## config.mk

```make
export PLATFORM = sky130hd
export DESIGN_NAME = fifo_burst_reader_flat
export DESIGN_NICKNAME = d
export VERILOG_FILES = /design/src/rtl/fifo_burst_reader_pkg.sv /design/src/rtl/fifo_burst_reader_if.sv /design/src/rtl/fifo_burst_reader_skid_buf.sv /design/src/rtl/fifo_burst_reader.sv /design/src/flat_wrapper.sv
export SDC_FILE = /design/constraint.sdc
export NUM_CORES = 1
export LEC_CHECK = 0
export BUFFER_PORTS_ARGS = -buffer_cell sky130_fd_sc_hd__clkbuf_2
export CELL_PAD_IN_SITES_DETAIL_PLACEMENT = 1
export CELL_PAD_IN_SITES_GLOBAL_PLACEMENT = 1
export CORE_AREA = 5 5 85 87
export DETAILED_ROUTE_END_ITERATION = 16
export DIE_AREA = 0 0 90 92
export GPL_ROUTABILITY_DRIVEN = 0
export PLACE_DENSITY = 0.86
export SYNTH_ARGS = -nofsm -noshare
export SYNTH_HDL_FRONTEND = slang
export SYNTH_HIERARCHICAL = 1
export SYNTH_SLANG_ARGS = --single-unit
```

## constraint.sdc

```tcl
create_clock -name clk_r -period 5.25 [get_ports clk_r]
set_input_delay 0.7875 -clock clk_r [delete_from_list [all_inputs] [get_ports clk_r]]
set_output_delay 0.7875 -clock clk_r [all_outputs]
set_load 0.05 [all_outputs]
```

## src/rtl/fifo_burst_reader_pkg.sv

```systemverilog
// rtl/fifo_burst_reader_pkg.sv - shared types and defaults for the FIFO burst reader
package fifo_burst_reader_pkg;

    localparam int DEF_DATA_W = 8;
    localparam int DEF_CNT_W  = 7;

    typedef enum logic [1:0] {
        S_IDLE   = 2'd0,
        S_BURST  = 2'd1,
        S_FINISH = 2'd2
    } state_t;

endpackage

```

## src/rtl/fifo_burst_reader_if.sv

```systemverilog
// rtl/fifo_burst_reader_if.sv - FIFO read port, downstream stream and control bundle
interface fifo_burst_reader_if #(
    parameter int DATA_W = fifo_burst_reader_pkg::DEF_DATA_W,
    parameter int CNT_W  = fifo_burst_reader_pkg::DEF_CNT_W
);
    logic [DATA_W-1:0] buf_out;
    logic              buf_empty;
    logic [CNT_W-1:0]  fifo_counter;
    logic              rd_en;
    logic [DATA_W-1:0] m_data;
    logic              m_valid;
    logic              m_ready;
    logic              m_last;
    logic              flush;
    logic              busy;

    modport master (
        input  buf_out, buf_empty, fifo_counter, m_ready, flush,
        output rd_en, m_data, m_valid, m_last, busy
    );

    modport slave (
        output buf_out, buf_empty, fifo_counter, m_ready, flush,
        input  rd_en, m_data, m_valid, m_last, busy
    );
endinterface

```

## src/rtl/fifo_burst_reader_skid_buf.sv

```systemverilog
// rtl/fifo_burst_reader_skid_buf.sv - 2-entry output buffer between FIFO read data and the stream
module fifo_burst_reader_skid_buf #(
    parameter int DATA_W = 8
) (
    input  logic              clk,
    input  logic              rst,
    input  logic              push,
    input  logic [DATA_W-1:0] push_data,
    input  logic              push_last,
    input  logic              pop,
    output logic [1:0]        occ,
    output logic              head_valid,
    output logic [DATA_W-1:0] head_data,
    output logic              head_last
);
    logic [DATA_W-1:0] data_q [2];
    logic              last_q [2];
    logic              rd_ptr;
    logic              wr_ptr;
    logic [1:0]        cnt;

    // Ring of two entries; the issuer guarantees a free slot for every push.
    always_ff @(posedge clk) begin
        if (rst) begin
            for (int i = 0; i < 2; i++) begin
                data_q[i] <= '0;
                last_q[i] <= 1'b0;
            end
            rd_ptr <= 1'b0;
            wr_ptr <= 1'b0;
            cnt    <= 2'd0;
        end else begin
            if (push) begin
                data_q[wr_ptr] <= push_data;
                last_q[wr_ptr] <= push_last;
                wr_ptr         <= ~wr_ptr;
            end
            if (pop) begin
                rd_ptr <= ~rd_ptr;
            end
            cnt <= cnt + {1'b0, push} - {1'b0, pop};
        end
    end

    assign occ        = cnt;
    assign head_valid = (cnt != 2'd0);
    assign head_data  = data_q[rd_ptr];
    assign head_last  = head_valid && last_q[rd_ptr];

endmodule

```

## src/rtl/fifo_burst_reader.sv

```systemverilog
// rtl/fifo_burst_reader.sv - drains the dual-clock FIFO in bursts onto a valid/ready stream
module fifo_burst_reader import fifo_burst_reader_pkg::*; #(
    parameter int DATA_W    = DEF_DATA_W,
    parameter int CNT_W     = DEF_CNT_W,
    parameter int BURST_LEN = 8,
    parameter int TIMEOUT   = 16
) (
    input  logic                clk_r,
    input  logic                rst,
    fifo_burst_reader_if.master bus
);
    localparam int               TMR_W       = $clog2(TIMEOUT + 1);
    localparam logic [CNT_W-1:0] BURST_LEN_C = CNT_W'(BURST_LEN);
    localparam logic [TMR_W-1:0] TMR_FIRE    = TMR_W'(TIMEOUT - 1);
    localparam logic [TMR_W-1:0] TMR_MAX     = TMR_W'(TIMEOUT);

    state_t            state;
    state_t            state_nx;
    logic [TMR_W-1:0]  timer;
    logic [CNT_W-1:0]  len;
    logic [CNT_W-1:0]  issued;
    logic [CNT_W-1:0]  delivered;
    logic [CNT_W-1:0]  start_len;
    logic              start;
    logic              rd_en;
    logic              inflight;
    logic              inflight_last;
    logic              pop;
    logic [1:0]        occ;
    logic              head_valid;
    logic              head_last;
    logic [DATA_W-1:0] head_data;

    assign pop = head_valid && bus.m_ready;

    // Burst decision, read issue and completion; rd_en is held off while reset is asserted.
    always_comb begin
        state_nx  = state;
        start     = 1'b0;
        start_len = '0;
        rd_en     = 1'b0;
        case (state)
            S_IDLE: begin
                if (bus.fifo_counter >= BURST_LEN_C) begin
                    start_len = BURST_LEN_C;
                    start     = 1'b1;
                end else if (bus.flush || (!bus.buf_empty && timer >= TMR_FIRE)) begin
                    // Counter is below BURST_LEN on this path, so it is already the min.
                    start_len = bus.fifo_counter;
                    start     = (bus.fifo_counter != '0);
                end
                if (start) begin
                    state_nx = S_BURST;
                end
            end
            S_BURST: begin
                if (issued == len) begin
                    state_nx = S_FINISH;
                end else begin
                    rd_en = !rst && !bus.buf_empty &&
                            (({1'b0, occ} + {2'b00, inflight}) < (3'd2 + {2'b00, pop}));
                end
            end
            S_FINISH: begin
                if (!inflight && occ == 2'd0 && delivered == len) begin
                    state_nx = S_IDLE;
                end
            end
            default: state_nx = S_IDLE;
        endcase
    end

    // State register.
    always_ff @(posedge clk_r) begin
        if (rst) begin
            state <= S_IDLE;
        end else begin
            state <= state_nx;
        end
    end

    // Backlog age: counts non-empty idle cycles, saturating; >= keeps a lagging counter from stranding data.
    always_ff @(posedge clk_r) begin
        if (rst || start || state != S_IDLE || bus.buf_empty) begin
            timer <= '0;
        end else if (timer != TMR_MAX) begin
            timer <= timer + TMR_W'(1);
        end
    end

    // Per-burst issue/delivery counters and the one-cycle read pipeline tag.
    always_ff @(posedge clk_r) begin
        if (rst) begin
            len           <= '0;
            issued        <= '0;
            delivered     <= '0;
            inflight      <= 1'b0;
            inflight_last <= 1'b0;
        end else begin
            inflight      <= rd_en;
            inflight_last <= rd_en && (issued == len - CNT_W'(1));
            if (start) begin
                len       <= start_len;
                issued    <= '0;
                delivered <= '0;
            end else begin
                if (rd_en) begin
                    issued <= issued + CNT_W'(1);
                end
                if (pop) begin
                    delivered <= delivered + CNT_W'(1);
                end
            end
        end
    end

    fifo_burst_reader_skid_buf #(.DATA_W(DATA_W)) u_skid (
        .clk        (clk_r),
        .rst        (rst),
        .push       (inflight),
        .push_data  (bus.buf_out),
        .push_last  (inflight_last),
        .pop        (pop),
        .occ        (occ),
        .head_valid (head_valid),
        .head_data  (head_data),
        .head_last  (head_last)
    );

    assign bus.rd_en   = rd_en;
    assign bus.m_data  = head_data;
    assign bus.m_valid = head_valid;
    assign bus.m_last  = head_last;
    assign bus.busy    = (state != S_IDLE);

endmodule

```

## src/flat_wrapper.sv

```systemverilog
// flat-port wrapper written by rule: the top's interface ports become plain ports
module fifo_burst_reader_flat import fifo_burst_reader_pkg::*;
#(
    parameter int DATA_W    = DEF_DATA_W,
    parameter int CNT_W     = DEF_CNT_W,
    parameter int BURST_LEN = 8,
    parameter int TIMEOUT   = 16
)
  (clk_r, rst, bus_buf_out, bus_buf_empty, bus_fifo_counter, bus_m_ready, bus_flush, bus_rd_en, bus_m_data, bus_m_valid, bus_m_last, bus_busy);
  fifo_burst_reader_if #(.DATA_W(DATA_W), .CNT_W(CNT_W)) bus_i ();
  input  logic clk_r;
  input  logic rst;
  input wire logic [$bits(bus_i.buf_out)-1:0] bus_buf_out;
  input wire logic [$bits(bus_i.buf_empty)-1:0] bus_buf_empty;
  input wire logic [$bits(bus_i.fifo_counter)-1:0] bus_fifo_counter;
  input wire logic [$bits(bus_i.m_ready)-1:0] bus_m_ready;
  input wire logic [$bits(bus_i.flush)-1:0] bus_flush;
  output wire logic [$bits(bus_i.rd_en)-1:0] bus_rd_en;
  output wire logic [$bits(bus_i.m_data)-1:0] bus_m_data;
  output wire logic [$bits(bus_i.m_valid)-1:0] bus_m_valid;
  output wire logic [$bits(bus_i.m_last)-1:0] bus_m_last;
  output wire logic [$bits(bus_i.busy)-1:0] bus_busy;
  assign bus_i.buf_out = bus_buf_out;
  assign bus_i.buf_empty = bus_buf_empty;
  assign bus_i.fifo_counter = bus_fifo_counter;
  assign bus_i.m_ready = bus_m_ready;
  assign bus_i.flush = bus_flush;
  assign bus_rd_en = bus_i.rd_en;
  assign bus_m_data = bus_i.m_data;
  assign bus_m_valid = bus_i.m_valid;
  assign bus_m_last = bus_i.m_last;
  assign bus_busy = bus_i.busy;
  fifo_burst_reader #(.DATA_W(DATA_W), .CNT_W(CNT_W), .BURST_LEN(BURST_LEN), .TIMEOUT(TIMEOUT)) u_core (.clk_r(clk_r), .rst(rst), .bus(bus_i));
endmodule
```

======== Word level (Yosys, flattened, before mapping) ========
Memories as Yosys holds them, arrays and structs flattened. A register that Yosys moved wholly into a read port is not among the register bits.
Index checks and enable logic that the tools add are counted.
cells by class
  add/sub/neg operators ................... 8
  order comparisons ....................... 3
  equal/unequal tests ..................... 9
  mux-type cells .......................... 28
  bitwise operators ....................... 2
  reduce and logical (&&, ||, !) cells .... 24
operators by type and width
  kind                 number
  $eq 7x7->1           3
  $mux 7               3
  $mux 1               20
  $add 7x1->7 const B  2
  $logic_and 1x1->1    8
  $mux 8               1
  $reduce_or 8->1      1
  $ge 7x4->1 const B   1
  $reduce_bool 7->1    1
  $sub 7x1->7 const B  1
  $mux 2               3
  $pmux 2 s3           1
  $add 5x1->5 const B  1
  $ge 5x4->1 const B   1
  $ne 5x5->1 const B   1
  $logic_not 2->1      2
  $logic_or 1x1->1     4
  $ne 2x1->1 const B   2
  $reduce_bool 2->1    2
  $add 2x1->3          1
  $add 2x1->3 const A  1
  $logic_not 1->1      3
  $lt 3x3->1           1
  $reduce_and 3->1     1
  8 further kinds      9
word-level totals
  bits in registers ....................... 34
  RAM bits ................................ 18
  input bits .............................. 20
  output and inout bits ................... 12
  word-level logic and storage cells ...... 86
  memories kept ........................... 2
memory list
  memory                depth  width  read ports  clocked after Yosys merged registers in  wr ports  RTL line                          text
  u_core.u_skid.data_q  2      8      1           1                                        2         fifo_burst_reader_skid_buf.sv:16  logic [DATA_W-1:0] data_q [2];
  u_core.u_skid.last_q  2      1      1           1                                        2         fifo_burst_reader_skid_buf.sv:17  logic last_q [2];

======== Depth between registers and ports, before layout ========
  word-level depth ........................ 10
  gate-level depth with buffers ........... 9
  mapped depth without buffers ............ 8

======== Modules after synthesis ========
The synthesis kept the hierarchy.
modules (own cells, without submodules)
  module                      times used  cells each  area each (um2)  seq. area each (um2)
  fifo_burst_reader           1           197         1737.9           600.6
  fifo_burst_reader_skid_buf  1           81          1008.5           640.6

======== Worst setup path after synthesis ========
Ideal clock, no wire load.
  path type ............................... reg2out
  start ................................... reg u_core.u_skid.cnt[1], in the netlist u_core/u_skid/occ[1]
  end ..................................... out bus_rd_en
  arrival time ............................ 1.878 ns
  data required time ...................... 4.463 ns
  setup slack ............................. 2.584 ns
  cell stages (with the launch flop) ...... 7
  buffers on the path ..................... 0
  path through ............................ dfxtp_1 > nor2_1 > inv_1 > nand3b_1 > a2111oi_4 > o211ai_2 > inv_2
between the ends
  longest elaborated chain between the ends .. 7
  elaborated cells between the ends (all ways) .. 8
RTL lines
  element                 RTL line                          text
  from (decl)             fifo_burst_reader_skid_buf.sv:20  logic [1:0] cnt;
  from (signal assigned)  fifo_burst_reader_skid_buf.sv:41  cnt <= cnt + {1'b0, push} - {1'b0, pop};
  $reduce_bool 2->1       fifo_burst_reader_skid_buf.sv:46  assign head_valid = (cnt != 2'd0);
  named net bus_m_valid   flat_wrapper.sv:20                output wire logic [$bits(bus_i.m_valid)-1:0] bus_m_valid;
  $logic_and 1x1->1       fifo_burst_reader.sv:34           assign pop = head_valid && bus.m_ready;
  $add 2x1->3             fifo_burst_reader.sv:61           (({1'b0, occ} + {2'b00, inflight}) < (3'd2 + {2'b00, pop}));
  $lt 3x3->1              fifo_burst_reader.sv:61
  $logic_and 1x1->1       fifo_burst_reader.sv:60           rd_en = !rst && !bus.buf_empty &&
  $mux 1                  fifo_burst_reader.sv:57           if (issued == len) begin
  $mux 1                  fifo_burst_reader.sv:42           case (state)
  to (decl)               flat_wrapper.sv:18                output wire logic [$bits(bus_i.rd_en)-1:0] bus_rd_en;
The timed path passes the listed nets, and every way through them passes these cells.

======== Final worst setup path ========
  start ................................... reg u_core.inflight
  end ..................................... out bus_rd_en
between the ends
  longest elaborated chain between the ends .. 5
RTL lines
  element                 RTL line                  text
  from (decl)             fifo_burst_reader.sv:26   logic inflight;
  from (signal assigned)  fifo_burst_reader.sv:100  inflight <= rd_en;
  $add 2x1->3             fifo_burst_reader.sv:61
  $lt 3x3->1              fifo_burst_reader.sv:61
  $logic_and 1x1->1       fifo_burst_reader.sv:60
  $mux 1                  fifo_burst_reader.sv:57
  $mux 1                  fifo_burst_reader.sv:42
Every way passes these cells.

==> impl_metrics.py <==
metrics = {
    "outcome": {
        "run_status": "completed",
    },
    "drt": {
        "vias": 2030,
        "drt_iter0_drc": 57,
        "routed_via_density": 5.26,
        "ant_nets": 0,
        "drtPass1Iterations": 4,
        "drt_wl_total_um": 5890,
        "wire_per_inst_um": 15.3,
        "drcViolationCount": 0,
    },
    "pwr": {
        "p_clk_share_pct": 22.7,
        "seqPwrFrac_pct": 46.2,
        "pwr-share-comb_pct": 31.1,
        "internal_power_uw": 662,
        "power_density_mw_per_mm2": 343,
        "ir_worst_vdd_v": 0.000187,
        "p_leak_uw": 0.00114,
        "p_switching_uw": 386,
        "swShare_pct": 36.9,
        "report.power.total_uw": 1050,
    },
    "timing": {
        "min_period_ns": 3.20,
        "final_hold_viol_count": 0,
        "rsz0062_at_grt": "no",
        "relSlewSlack_pct": 52.6,
        "max_freq_ghz": 0.313,
        "setup_tns_ns": 0,
        "skew_ns": 0.00966,
        "finalSetupViolCount": 0,
        "slew_viol_final": 0,
        "worstMarginPinSlew_ns": 0.704,
        "post-route-period-util_pct": 60.9,
        "setup_slack_ns": 2.05,
    },
    "placement": {
        "port_buffers": 31,
        "postPlaceCellArea_mm2": 0.00296,
        "pre_cts_ws_ns": 2.21,
        "hpwl_um": 4320,
    },
    "critical_path": {
        "reg2reg_from": "u_core/timer[0]$_SDFFE_PP0P_",
        "arrival_ns": 2.41,
        "critPathCaptureType": "output pin",
        "required_ns": 4.46,
        "crit_path_max_fanout": 6,
        "critPathLaunch": "u_core/inflight$_SDFF_PP0_",
        "start_kind": "flop",
        "critical_path_class": "flop to output pin",
    },
    "clocking": {
        "htreeDepth": 2,
        "cts_root_buffer": "clkbuf_8",
        "cts_tree": "done",
        "cts_num_sinks": 53,
        "clk_path_buf_depth": 2,
        "path_clk_slew_ns": 0.10,
        "cts_hold_buffers": 0,
        "clock_latency_ns": 0.31,
        "post_cts_buffers": 0,
        "ctsResizeCount": 0,
        "cts_made_buffers": 5,
    },
    "grt": {
        "overflow": 0,
        "antenna_found_initial": 0,
        "grt_max_degree": 27,
        "grt_pass1_vias": 2217,
        "grt_pass1_wl_um": 10300,
        "grt_usage_pct": 15.2,
    },
    "hold_path": {
        "hp-class": "flop to flop",
        "holdCritStartpoint": "u_core/len[6]$_SDFFE_PP0P_",
    },
    "floorplan": {
        "fp.dieH_um": 92,
        "start_util_pct": 43.8,
        "ios": 32,
        "fp.dieW_um": 90,
        "die_area_mm2": 0.00828,
        "num_rows": 29,
        "core_area_mm2": 0.00628,
    },
    "synthesis": {
        "synth_ff_type": "dfxtp_1",
        "synth_top_cells_by_count": "nor2_1, dfxtp_1, xnor2_1",
        "yosysMostFrequentCell": "nor2_1",
        "netlist.area_leader.share_pct": 25.5,
        "syn_inst": 278,
        "ys.warnings.count": 6,
        "ys_seq_area_share_pct": 45.2,
        "synth-async-reset-ratio_pct": 0,
        "avgSynthCellArea_um2": 9.88,
        "synth-edff-count": 18,
        "syn-cell-area_mm2": 0.00275,
        "synth_top_cell_by_area": "dfxtp_1",
        "syn-num-nets": 308,
        "ys_seq_elements": 53,
        "synthTopCellsByArea": "dfxtp_1, edfxtp_1, xnor2_1",
        "synth.distinct_cells": 47,
    },
    "layout": {
        "drive_gt1_share_pct": 19.7,
        "utilization_pct": 48.7,
        "fin_area_mm2": 0.00305,
        "fin_nets": 338,
        "syn_to_final_growth_pct": 11.2,
        "num_antenna_cells": 0,
    },
    "run": {
        "maxCapViolCount": 0,
    },
}
through the flow:
| stage | hold slack (ns) | instances |
|---|---|---|
| 2_1_floorplan | 0.447 | 278 |
| 3_3_place_gp | 0.466 | 378 |
| 3_5_place_dp | 0.472 | 378 |
| 4_1_cts | 0.493 | 386 |
| 5_1_grt | 0.511 | 386 |
| 6_report | 0.488 | 386 |
per-layer routing:
metal  wire length, µm  track usage (%)  vias to the layer above
met3               180             3.44                       10
met2              3080             28.1                       38
li1                  -                -                     1004
met5                 0                0                        -
met1              2490             16.8                      978
met4               133             5.83                        0
sequential cells by signal, indices dropped and copies added (netlist names), named ones only:
name / cells
u_core/u_skid/data_q: 16
u_core/delivered: 7
u_core/issued: 7
u_core/len: 7
u_core/timer: 5
u_core/state: 2
u_core/u_skid/last_q: 2
u_core/u_skid/occ: 2
u_core/inflight: 1
u_core/inflight_last: 1
u_core/u_skid/rd_ptr: 1
u_core/u_skid/wr_ptr: 1
final timing paths:
check        slack, ns  depth (start not counted)                       endpoint
min reg2reg       0.49                          2     u_core/len[6]$_SDFFE_PP0P_
max               2.05                          6                      bus_rd_en
max reg2reg       2.94                          8  u_core/issued[2]$_SDFFE_PP0P_
min               0.49                          2     u_core/len[6]$_SDFFE_PP0P_
power groups by stage:
stage | logic [µW] | clock network (µW) | registers, µW
final | 326 | 238 | 484
after global routing | 352 | 269 | 488
after CTS | 331 | 248 | 485
after detailed placement | 329 | 0 | 494
after global placement | 319 | 0 | 491
after floorplan | 276 | 0 | 476
critical path, cell delays in order, from the launching register on:
cell and delay (ns):
dfxtp_1 0.45, ha_1 0.26, nand3b_1 0.19, a2111oi_4 0.50, o211ai_2 0.25, inv_2 0.15
clkbuf_2 0.29
cell families after synthesis:
group                    share of synthesized area (%)
AO/OA/AOI/OAI                                     9.07
multiplexers                                      4.78
XOR/XNOR                                          11.3
AND/OR/NAND/NOR                                   21.6
buffers and inverters                             3.42
adder cells (fa/ha/maj)                           4.56
flip-flops                                        45.2
cell type report:
| cell class | count | area [µm²] |
|---|---|---|
| clock buffers | 5 | 68.8 |
| fillers | 730 | 3220 |
| clock inverters | 3 | 25.0 |
| repair buffers | 31 | 155 |
| well taps | 77 | 96.3 |
| inverters | 15 | 56.3 |
| flip-flops and latches | 53 | 1240 |
| multi-input cells | 202 | 1410 |
layout by cell type, fill, tap and decap left out, types with 3 or more instances in the layout:
| master | instances |
|---|---|
| nand4_1 | 5 |
| nand2b_1 | 15 |
| mux2i_1 | 3 |
| nor2b_1 | 5 |
| xor2_1 | 7 |
| nand3_1 | 8 |
| clkbuf_2 | 31 |
| nor3_1 | 4 |
| xnor2_1 | 26 |
| o21ai_0 | 4 |
| edfxtp_1 | 18 |
| ha_1 | 10 |
| nor2_1 | 47 |
| and2_1 | 3 |
| a21oi_1 | 9 |
| inv_1 | 14 |
| and3_1 | 3 |
| mux2_2 | 9 |
| dfxtp_1 | 35 |
| nand2_1 | 15 |
| clkbuf_8 | 5 |
Note: power is estimated with default switching activity, not from simulation.
